**src/rtl/gpio_bank.sv**
```systemverilog
// gpio_bank: parametrised GPIO controller on the striVe peripheral bus.
//
// Per-pin output data / output enable, synchronised input readback and
// per-pin rising/falling edge interrupts with write-1-to-clear status.
//
// Ports:
//   clk          system clock
//   resetn       asynchronous active-low reset
//   iomem_valid  bus request (address decode done outside this block)
//   iomem_ready  one-cycle acknowledge
//   iomem_wstrb  byte write strobes, 0 = read
//   iomem_addr   byte offset, [4:2] selects the register
//   iomem_wdata  write data
//   iomem_rdata  read data, nonzero only while iomem_ready is high
//   gpio_in      raw asynchronous pad inputs
//   gpio_out     pad output data
//   gpio_oeb     pad output enable, active low
//   irq          level interrupt, OR of all status bits
//
// Register map: 0x00 OUT, 0x04 OEB, 0x08 IN (RO), 0x0C RISE_EN,
//               0x10 FALL_EN, 0x14 STATUS (W1C), 0x18/0x1C reserved.
module gpio_bank #(
    parameter int               NPINS       = 16,
    parameter int               SYNC_STAGES = 2,
    parameter logic [NPINS-1:0] OEB_RESET   = {NPINS{1'b1}}
) (
    input  logic             clk,
    input  logic             resetn,
    input  logic             iomem_valid,
    output logic             iomem_ready,
    input  logic [3:0]       iomem_wstrb,
    input  logic [4:0]       iomem_addr,
    input  logic [31:0]      iomem_wdata,
    output logic [31:0]      iomem_rdata,
    input  logic [NPINS-1:0] gpio_in,
    output logic [NPINS-1:0] gpio_out,
    output logic [NPINS-1:0] gpio_oeb,
    output logic             irq
);

    localparam logic [2:0] SEL_OUT    = 3'd0;
    localparam logic [2:0] SEL_OEB    = 3'd1;
    localparam logic [2:0] SEL_IN     = 3'd2;
    localparam logic [2:0] SEL_RISE   = 3'd3;
    localparam logic [2:0] SEL_FALL   = 3'd4;
    localparam logic [2:0] SEL_STATUS = 3'd5;

    localparam int CHAIN_W = SYNC_STAGES * NPINS;

    logic [NPINS-1:0]   out_q,     out_d;
    logic [NPINS-1:0]   oeb_q,     oeb_d;
    logic [NPINS-1:0]   rise_en_q, rise_en_d;
    logic [NPINS-1:0]   fall_en_q, fall_en_d;
    logic [NPINS-1:0]   status_q,  status_d;
    logic [NPINS-1:0]   prev_q,    prev_d;
    logic [CHAIN_W-1:0] sync_q,    sync_d;
    logic               ready_q,   ready_d;
    logic [31:0]        rdata_q,   rdata_d;

    logic [31:0]        wmask;
    logic [NPINS-1:0]   wr_bits;
    logic [NPINS-1:0]   keep_bits;
    logic [NPINS-1:0]   sync_last;
    logic [NPINS-1:0]   edge_set;
    logic [NPINS-1:0]   status_clr;
    logic [NPINS-1:0]   rd_val;
    logic [31:0]        rd_ext;
    logic [2:0]         sel;
    logic               access;
    logic               is_write;

    // Address bits [1:0] and write-data bits above NPINS carry no state.
    logic unused_bits;
    assign unused_bits = ^{iomem_addr[1:0], iomem_wdata};

    // Expand byte strobes into a bit mask.
    genvar gi;
    generate
        for (gi = 0; gi < 4; gi++) begin : g_lane
            assign wmask[gi*8 +: 8] = {8{iomem_wstrb[gi]}};
        end
    endgenerate

    always_comb begin
        out_d      = out_q;
        oeb_d      = oeb_q;
        rise_en_d  = rise_en_q;
        fall_en_d  = fall_en_q;
        status_clr = '0;
        rd_val     = '0;
        rd_ext     = '0;

        access    = iomem_valid && !ready_q;
        is_write  = |iomem_wstrb;
        sel       = iomem_addr[4:2];
        wr_bits   = iomem_wdata[NPINS-1:0] & wmask[NPINS-1:0];
        keep_bits = ~wmask[NPINS-1:0];

        // Newest sample enters at the bottom, oldest stage sits at the top.
        sync_d    = {sync_q[CHAIN_W-NPINS-1:0], gpio_in};
        sync_last = sync_q[CHAIN_W-1 -: NPINS];
        prev_d    = sync_last;

        edge_set  = (sync_last & ~prev_q & rise_en_q)
                  | (~sync_last & prev_q & fall_en_q);

        case (sel)
            SEL_OUT:    rd_val = out_q;
            SEL_OEB:    rd_val = oeb_q;
            SEL_IN:     rd_val = sync_last;
            SEL_RISE:   rd_val = rise_en_q;
            SEL_FALL:   rd_val = fall_en_q;
            SEL_STATUS: rd_val = status_q;
            default:    rd_val = '0;
        endcase
        rd_ext[NPINS-1:0] = rd_val;

        if (access && is_write) begin
            case (sel)
                SEL_OUT:    out_d      = (out_q     & keep_bits) | wr_bits;
                SEL_OEB:    oeb_d      = (oeb_q     & keep_bits) | wr_bits;
                SEL_RISE:   rise_en_d  = (rise_en_q & keep_bits) | wr_bits;
                SEL_FALL:   fall_en_d  = (fall_en_q & keep_bits) | wr_bits;
                SEL_STATUS: status_clr = wr_bits;
                default:    ;
            endcase
        end

        // A new edge on the same cycle as its clear keeps the bit set.
        status_d = (status_q & ~status_clr) | edge_set;

        ready_d = access;
        rdata_d = (access && !is_write) ? rd_ext : 32'd0;
    end

    always_ff @(posedge clk or negedge resetn) begin
        if (!resetn) begin
            out_q     <= '0;
            oeb_q     <= OEB_RESET;
            rise_en_q <= '0;
            fall_en_q <= '0;
            status_q  <= '0;
            prev_q    <= '0;
            sync_q    <= '0;
            ready_q   <= 1'b0;
            rdata_q   <= '0;
        end else begin
            out_q     <= out_d;
            oeb_q     <= oeb_d;
            rise_en_q <= rise_en_d;
            fall_en_q <= fall_en_d;
            status_q  <= status_d;
            prev_q    <= prev_d;
            sync_q    <= sync_d;
            ready_q   <= ready_d;
            rdata_q   <= rdata_d;
        end
    end

    assign iomem_ready = ready_q;
    assign iomem_rdata = rdata_q;
    assign gpio_out    = out_q;
    assign gpio_oeb    = oeb_q;
    assign irq         = |status_q;

endmodule
```
**config.mk**
```make
export PLATFORM = sky130hd
export DESIGN_NAME = gpio_bank
export DESIGN_NICKNAME = d
export VERILOG_FILES = /design/src/rtl/gpio_bank.sv
export SDC_FILE = /design/constraint.sdc
export NUM_CORES = 1
export LEC_CHECK = 0
export ABC_AREA = 1
export BUFFER_PORTS_ARGS = -buffer_cell sky130_fd_sc_hd__buf_4
export CAP_MARGIN = 10
export CORE_ASPECT_RATIO = 0.9
export CORE_UTILIZATION = 45
export DETAILED_ROUTE_END_ITERATION = 12
export PLACE_DENSITY = 0.7
export SLEW_MARGIN = 20
export SYNTH_ARGS = -nofsm -noshare
export SYNTH_HDL_FRONTEND = slang
export SYNTH_SLANG_ARGS = --single-unit
```
**constraint.sdc**
```tcl
create_clock -name clk -period 1.2 [get_ports clk]
set_input_delay 0.36 -clock clk [delete_from_list [all_inputs] [get_ports clk]]
set_output_delay 0.36 -clock clk [all_outputs]
set_load 0.01 [all_outputs]
```
==> impl_metrics.csv, run 1 <==
group,metric,value,unit
power_and_ir_drop,power_density,1470,mW/mm^2
place,io_buffers,91,
power_and_ir_drop,vdd_ir_drop_max,1.18,mV
global_routing,first_global_vias,5814,
synth,synthCells,771,
place,post-place-ws,-0.317,ns
timing,rsz0062_at_grt,"true",
timing,post-route-worst-setup-slack,-0.668,ns
synth,async_reset_ff_frac,1.00,
run_status,violations,"setup timing",
global_routing,grt_max_degree,33,
final_layout,num-nets-final,1026,
detailed_routing,wl_per_cell,17.9,um
run,maxCapViolations,0,
final_layout,drive_above_1_share,0.434,
critical_path,reg2reg_slack,-0.27,ns
critical_path,cp.depth,4,
die,ios,126,
critical_path,arrival,1.51,ns
hold_path,hold_path_class,"in2reg",
clock_network,cts.clk_slew.worst_paths,0.06,ns
timing,setup_viol,146,
place,dpl.hpwl,12500,um
die,coreArea,0.0142,sq mm
place,gp_congestion,0.829,
critical_path,end_kind,"primary output",
global_routing,grt-ovfl-total,0,
critical_path,worstSetupStartpointType,"flip-flop",
synth,syn_area_per_cell,8.53,sq um
final_layout,num_antenna_cells,0,
die,start_util,0.464,
die,die_h,117,um
global_routing,grt_util_all_layers,0.272,
timing,fmaxAchievable,0.535,GHz
final_layout,final_util,0.709,
timing,hold_viol_final,0,
final_layout,area_delta_synth_final,52.8,%
critical_path,crit_path_end,"irq",
critical_path,cp-startpoint,"status_q[2]$_DFF_PN0_",
critical_path,crit_slowest_cell,"dfrtp_1",
clock_network,clkSinkCount,145,
detailed_routing,vias_per_cell,5.40,
critical_path,critPathMaxStageDelay,0.40,ns
timing,fin_crit_sh,1.56,
critical_path,worstRegToRegCells,8,
critical_path,cp.required,0.84,ns
critical_path,crit_family,"simple AND/OR/NAND/NOR gates",
final_layout,fillers,1010,
clock_network,cts_tree,"built",
global_routing,grt_first_pass_wirelength,30400,um
critical_path,crit_chain,"nor2_2 > nand4_1 > nand3b_1 > buf_4",
power_and_ir_drop,total_power,14.7,mW
clock_network,cts_htree_levels,4,
timing,fin_crit,1.87,ns
synth,synth.cell_area,0.00658,sq mm
critical_path,r2r_start,"iomem_ready$_DFF_PN0_",
final_layout,multi_input_area,0.00323,sq mm
detailed_routing,drc,0,
detailed_routing,drt-initial-drc-count,551,
global_routing,antenna_found_initial,0,
synth,yosysSeqAreaShare,0.555,
synth,ys_seq_elements,145,
critical_path,critPathKind,"reg2out",
synth,yosysWarnings,0,
clock_network,cts_buffers,17,
final_layout,layoutNonFillerInstCount,1172,
synth,yosys_most_used_dff,"dfrtp_1",
place,dp_cells,1091,
power_and_ir_drop,leakage,4.87,nW
synth,synthDistinctLibCells,27,
synth,synth_edf_count,0,
run_status,status,"finished, violations left",
timing,skew,0.00704,ns
die,die_width,129,um
clock_network,clock_path_buffers,2,
die,dieArea,0.0151,sq mm
detailed_routing,routed_wl,21000,um
detailed_routing,antenna_left,0,
critical_path,critical_path_buf_inv_count,1,
clock_network,root_buffer,"clkbuf_16",
timing,final_max_slew_viol_count,0,
detailed_routing,vias,6333,
die,rows,41,
detailed_routing,drtPass1Iterations,5,
clock_network,clock_latency,0.43,ns
critical_path,critPathMaxFanout,2,
final_layout,seqCellArea,0.00365,sq mm
worst min-delay path by stage:
| stage | cells after the start | to | startpoint |
|---|---|---|---|
| after floorplan | 0 | asynchronous set/reset pin | resetn |
| after global routing | 1 | sync_q[2]$_DFF_PN0_ | gpio_in[2] |
| after detailed placement | 1 | sync_q[1]$_DFF_PN0_ | resetn |
| after CTS | 1 | sync_q[4]$_DFF_PN0_ | gpio_in[4] |
| after global placement | 1 | sync_q[1]$_DFF_PN0_ | resetn |
| final | 1 | sync_q[2]$_DFF_PN0_ | gpio_in[2] |
kinds of logic after synthesis:
kind of cell           Yosys count  synth area share
AND/OR/NAND/NOR                500             0.344
flip-flops                     145             0.555
buffers and inverters           92            0.0729
other                            1          0.000570
AO/OA/AOI/OAI                   33            0.0280
cell usage after synthesis (3+ instances only):
library cell  number  area share
inv_1             31       0.018
buf_6              3      0.0051
nand2_1          266        0.15
inv_2              5      0.0029
a31oi_1           13       0.012
dfrtp_1          129        0.49
nand4_1           47       0.045
nand3_1           98       0.075
dfstp_2           16       0.064
a21oi_1           19       0.014
nor2_8             4       0.012
buf_4             25       0.029
buf_1              7      0.0040
nand2_2           10      0.0095
nor2_1            65       0.037
buf_2             14       0.011
clkbuf_1           7      0.0040
layout make-up:
class,instances,share of cell area
tap,193,0.0240
clock inverter,11,0.0131
inverter,36,0.0166
multi-input combinational,549,0.322
sequential,145,0.363
timing repair buffer,216,0.213
timing repair inverter,1,0.00162
clock buffer,21,0.0458
layer usage:
metal	vias up	track usage	wire, um
met1	3070	0.371	8880
met3	59	0.0738	1580
met2	314	0.417	9920
met4	0	0.101	600
li1	2890	-	-
met5	-	0	0
metrics by stage:
step	TNS [ns]	instance area, sq um	hold slack, ns
final	-23.63	10000	0.0316
after global routing	-29.46	10000	0.0164
after global placement	-22.23	8040	0.252
after CTS	-20.67	9500	0.0230
after detailed placement	-23.80	8040	0.251
after floorplan	-2.39	6750	0.0644
power breakdown:
group          internal (mW)  total, mW  switching (mW)
clock network           3.18       5.27            2.09
logic                   1.63       3.26            1.62
registers               5.62       6.19           0.569
what timing repair did:
action,in CTS,in global routing
gates resized for setup,133,113
pin swaps,28,30
endpoints found under the hold margin,17,0
gates cloned,1,1
setup endpoints to repair,132,146
buffers inserted,36,13
hold buffers,1,0
cell usage in the layout (no fill, tap or decap), types with 2 or more instances in the layout:
| master | synthesis | layout |
|---|---|---|
| nand2_8 | 0 | 9 |
| dfrtp_1 | 129 | 128 |
| buf_4 | 25 | 134 |
| nand2_1 | 266 | 192 |
| nand3_4 | 1 | 4 |
| buf_6 | 3 | 55 |
| inv_6 | 0 | 2 |
| clkinvlp_4 | 0 | 3 |
| nand4_1 | 47 | 47 |
| clkbuf_1 | 7 | 2 |
| nand3_1 | 98 | 55 |
| inv_2 | 5 | 3 |
| a21oi_4 | 0 | 6 |
| clkbuf_16 | 0 | 17 |
| nor2_2 | 2 | 3 |
| nor2_4 | 1 | 3 |
| a21oi_1 | 19 | 3 |
| nand2_4 | 1 | 12 |
| nor2_8 | 4 | 4 |
| conb_1 | 1 | 16 |
| bufinv_16 | 0 | 2 |
| inv_1 | 31 | 31 |
| a31oi_1 | 13 | 13 |
| dfstp_2 | 16 | 16 |
| buf_8 | 0 | 4 |
| clkinv_4 | 0 | 4 |
| clkbuf_8 | 0 | 2 |
| nor2_1 | 65 | 62 |
| nand3_2 | 1 | 41 |
| nand2_2 | 10 | 64 |
| a21oi_2 | 0 | 10 |
| buf_12 | 0 | 21 |
(Power assumes the default switching activity.)
==> inputs of run 2 (changes only) <==
--- a/config.mk
+++ b/config.mk
@@ -9,6 +9,7 @@
 export BUFFER_PORTS_ARGS = -buffer_cell sky130_fd_sc_hd__buf_4
 export CAP_MARGIN = 10
 export CORE_ASPECT_RATIO = 0.9
+export CORE_MARGIN = 2
 export CORE_UTILIZATION = 45
 export DETAILED_ROUTE_END_ITERATION = 12
 export PLACE_DENSITY = 0.7
==> run 2 against run 1 <==
Net effect: non-clock buffer count down 3; sequential share of layout area grew 0.21 points; the run still ends with setup timing left; hold slack worse by 0.00088 ns; first-iteration DRC count grew 22%; power grew 0.33%; register-to-register slack about the same; maximum frequency is essentially flat; cell count fell by 0.26%; via count increased by 1.4%.
==> impl_metrics.csv, run 2 (synthesized netlist as in run 1, its figures left out) <==
group,metric,value,unit
run,maxCapViolations,0,
die,coreArea,0.0142,sq mm
timing,fin_crit,1.87,ns
clock_network,clkSinkCount,145,
die,die_width,131,um
detailed_routing,antenna_left,0,
detailed_routing,vias,6424,
clock_network,cts_htree_levels,4,
hold_path,whs_endpoint,"sync_q[3]$_DFF_PN0_",
critical_path,cp.required,0.84,ns
timing,fin_crit_sh,1.56,
detailed_routing,drc,0,
run_status,status,"finished, violations left",
place,dpl.hpwl,12600,um
critical_path,end_kind,"primary output",
critical_path,worstRegToRegCells,7,
critical_path,worstSetupStartpointType,"flip-flop",
final_layout,final_cell_mix,"nand2_1 (186), buf_4 (130), dfrtp_1 (128)",
timing,hold_viol_final,0,
critical_path,reg2reg_slack,-0.27,ns
power_and_ir_drop,vdd_ir_drop_max,1.06,mV
global_routing,grt_util_all_layers,0.266,
die,start_util,0.464,
place,dp_cells,1089,
timing,post-route-worst-setup-slack,-0.667,ns
global_routing,grt-ovfl-total,0,
place,gp_congestion,0.844,
die,die_h,119,um
global_routing,first_global_vias,6142,
final_layout,num-nets-final,1023,
timing,setup_viol,146,
timing,fmaxAchievable,0.536,GHz
clock_network,cts_buffers,17,
critical_path,critPathKind,"reg2out",
detailed_routing,vias_per_cell,5.50,
clock_network,cts.clk_slew.worst_paths,0.06,ns
timing,rsz0062_at_grt,"true",
clock_network,root_buffer,"clkbuf_16",
critical_path,r2r_start,"iomem_ready$_DFF_PN0_",
power_and_ir_drop,total_power,14.8,mW
place,place_area,0.00804,sq mm
timing,relSlewSlack,0.606,
timing,final_max_slew_viol_count,0,
timing,timing.hold.ws,0.0308,ns
final_layout,area_delta_synth_final,51.9,%
detailed_routing,drtPass1Iterations,7,
clock_network,clock_latency,0.43,ns
detailed_routing,drt-initial-drc-count,674,
global_routing,antenna_found_initial,0,
clock_network,cts_tree,"built",
critical_path,arrival,1.51,ns
hold_path,hold_path_class,"in2reg",
timing,worst_pin_slew,0.591,ns
detailed_routing,wl_per_cell,18.2,um
final_layout,drive_above_1_share,0.430,
power_and_ir_drop,power_density,1480,mW/mm^2
run_status,violations,"setup timing",
timing,skew,0.00869,ns
die,ios,126,
global_routing,grt_first_pass_wirelength,32000,um
final_layout,stdcell_area,0.00999,sq mm
final_layout,layoutNonFillerInstCount,1169,
final_layout,num_antenna_cells,0,
die,dieArea,0.0156,sq mm
final_layout,fillers,997,
place,io_buffers,91,
clock_network,clock_path_buffers,2,
hold_path,min_from,"gpio_in[3]",
hold_path,hold_depth,1,
global_routing,grt_max_degree,32,
final_layout,final_common_cell,"nand2_1",
final_layout,final_util,0.705,
power_and_ir_drop,leakage,4.87,nW
detailed_routing,routed_wl,21300,um
critical_path,cp-startpoint,"status_q[2]$_DFF_PN0_",
critical_path,critPathMaxFanout,2,
die,rows,41,
-- run 2: cell types whose count changed in the layout (fill, tap and decap cells not counted), moves of 2 or more --
cell | previous run | this run
buf_12 | 21 | 19
buf_4 | 134 | 130
buf_6 | 55 | 61
buf_8 | 4 | 2
clkinv_2 | 1 | 3
clkinv_4 | 4 | 2
nand2_1 | 192 | 186
nand2_4 | 12 | 20
nand3_1 | 55 | 63
nand3_2 | 41 | 33
-- run 2: through the flow --
stage / setup TNS [ns] / setup slack (ns)
finish: -22.98 / -0.667
global route: -29.58 / -0.728
CTS: -20.11 / -0.667
detailed placement: -24.73 / -0.314
global placement: -22.35 / -0.287
floorplan: -2.39 / -0.0435
-- run 2: worst max-delay path by stage --
stage               cells past startpoint   endpoint  slack [ns]
floorplan                               8  flip-flop       -0.04
global placement                        4        irq       -0.29
detailed placement                      8  flip-flop       -0.31
CTS                                     4        irq       -0.67
global route                            4        irq       -0.73
finish                                  4        irq       -0.67
-- run 2: area by class of cell --
type	count	area (sq um)	share of cell area
flip-flops and latches	145	3650	0.365
multi-input cells	549	3240	0.324
repair buffers	213	2080	0.209
clock buffers	23	478	0.0479
well taps	193	241	0.0242
inverters	36	166	0.0167
clock inverters	9	108	0.0108
repair inverters	1	20.0	0.00200
-- run 2: repair_timing --
item / 4_1_cts / 5_1_grt
pin swaps: 34 / 29
hold buffers: 1 / 0
resized for setup: 157 / 99
buffers inserted: 38 / 11
setup endpoints to repair: 134 / 146
endpoints found under the hold margin: 12 / 0
gates cloned: 2 / 0
-- run 2: critical path: stages, from the launching register on --
cell and delay [ns]:
dfrtp_1 0.41, nor2_4 0.14, nand4_1 0.11, nand3b_1 0.23
buf_4 0.18
-- run 2: routing by layer --
layer  GRT usage  wire (um)  vias up  share of wire
met3      0.0665       1870       73          0.088
met2       0.408      10100      386           0.47
met1       0.360       8650     3085           0.41
li1            -          -     2880              -
met4       0.113        664        0          0.031
met5           0          0        -              0
-- run 2: where the power goes --
group	internal, mW	switching (mW)	total, mW
Clock	3.22	2.05	5.27
Sequential	5.62	0.608	6.23
Combinational	1.63	1.64	3.27
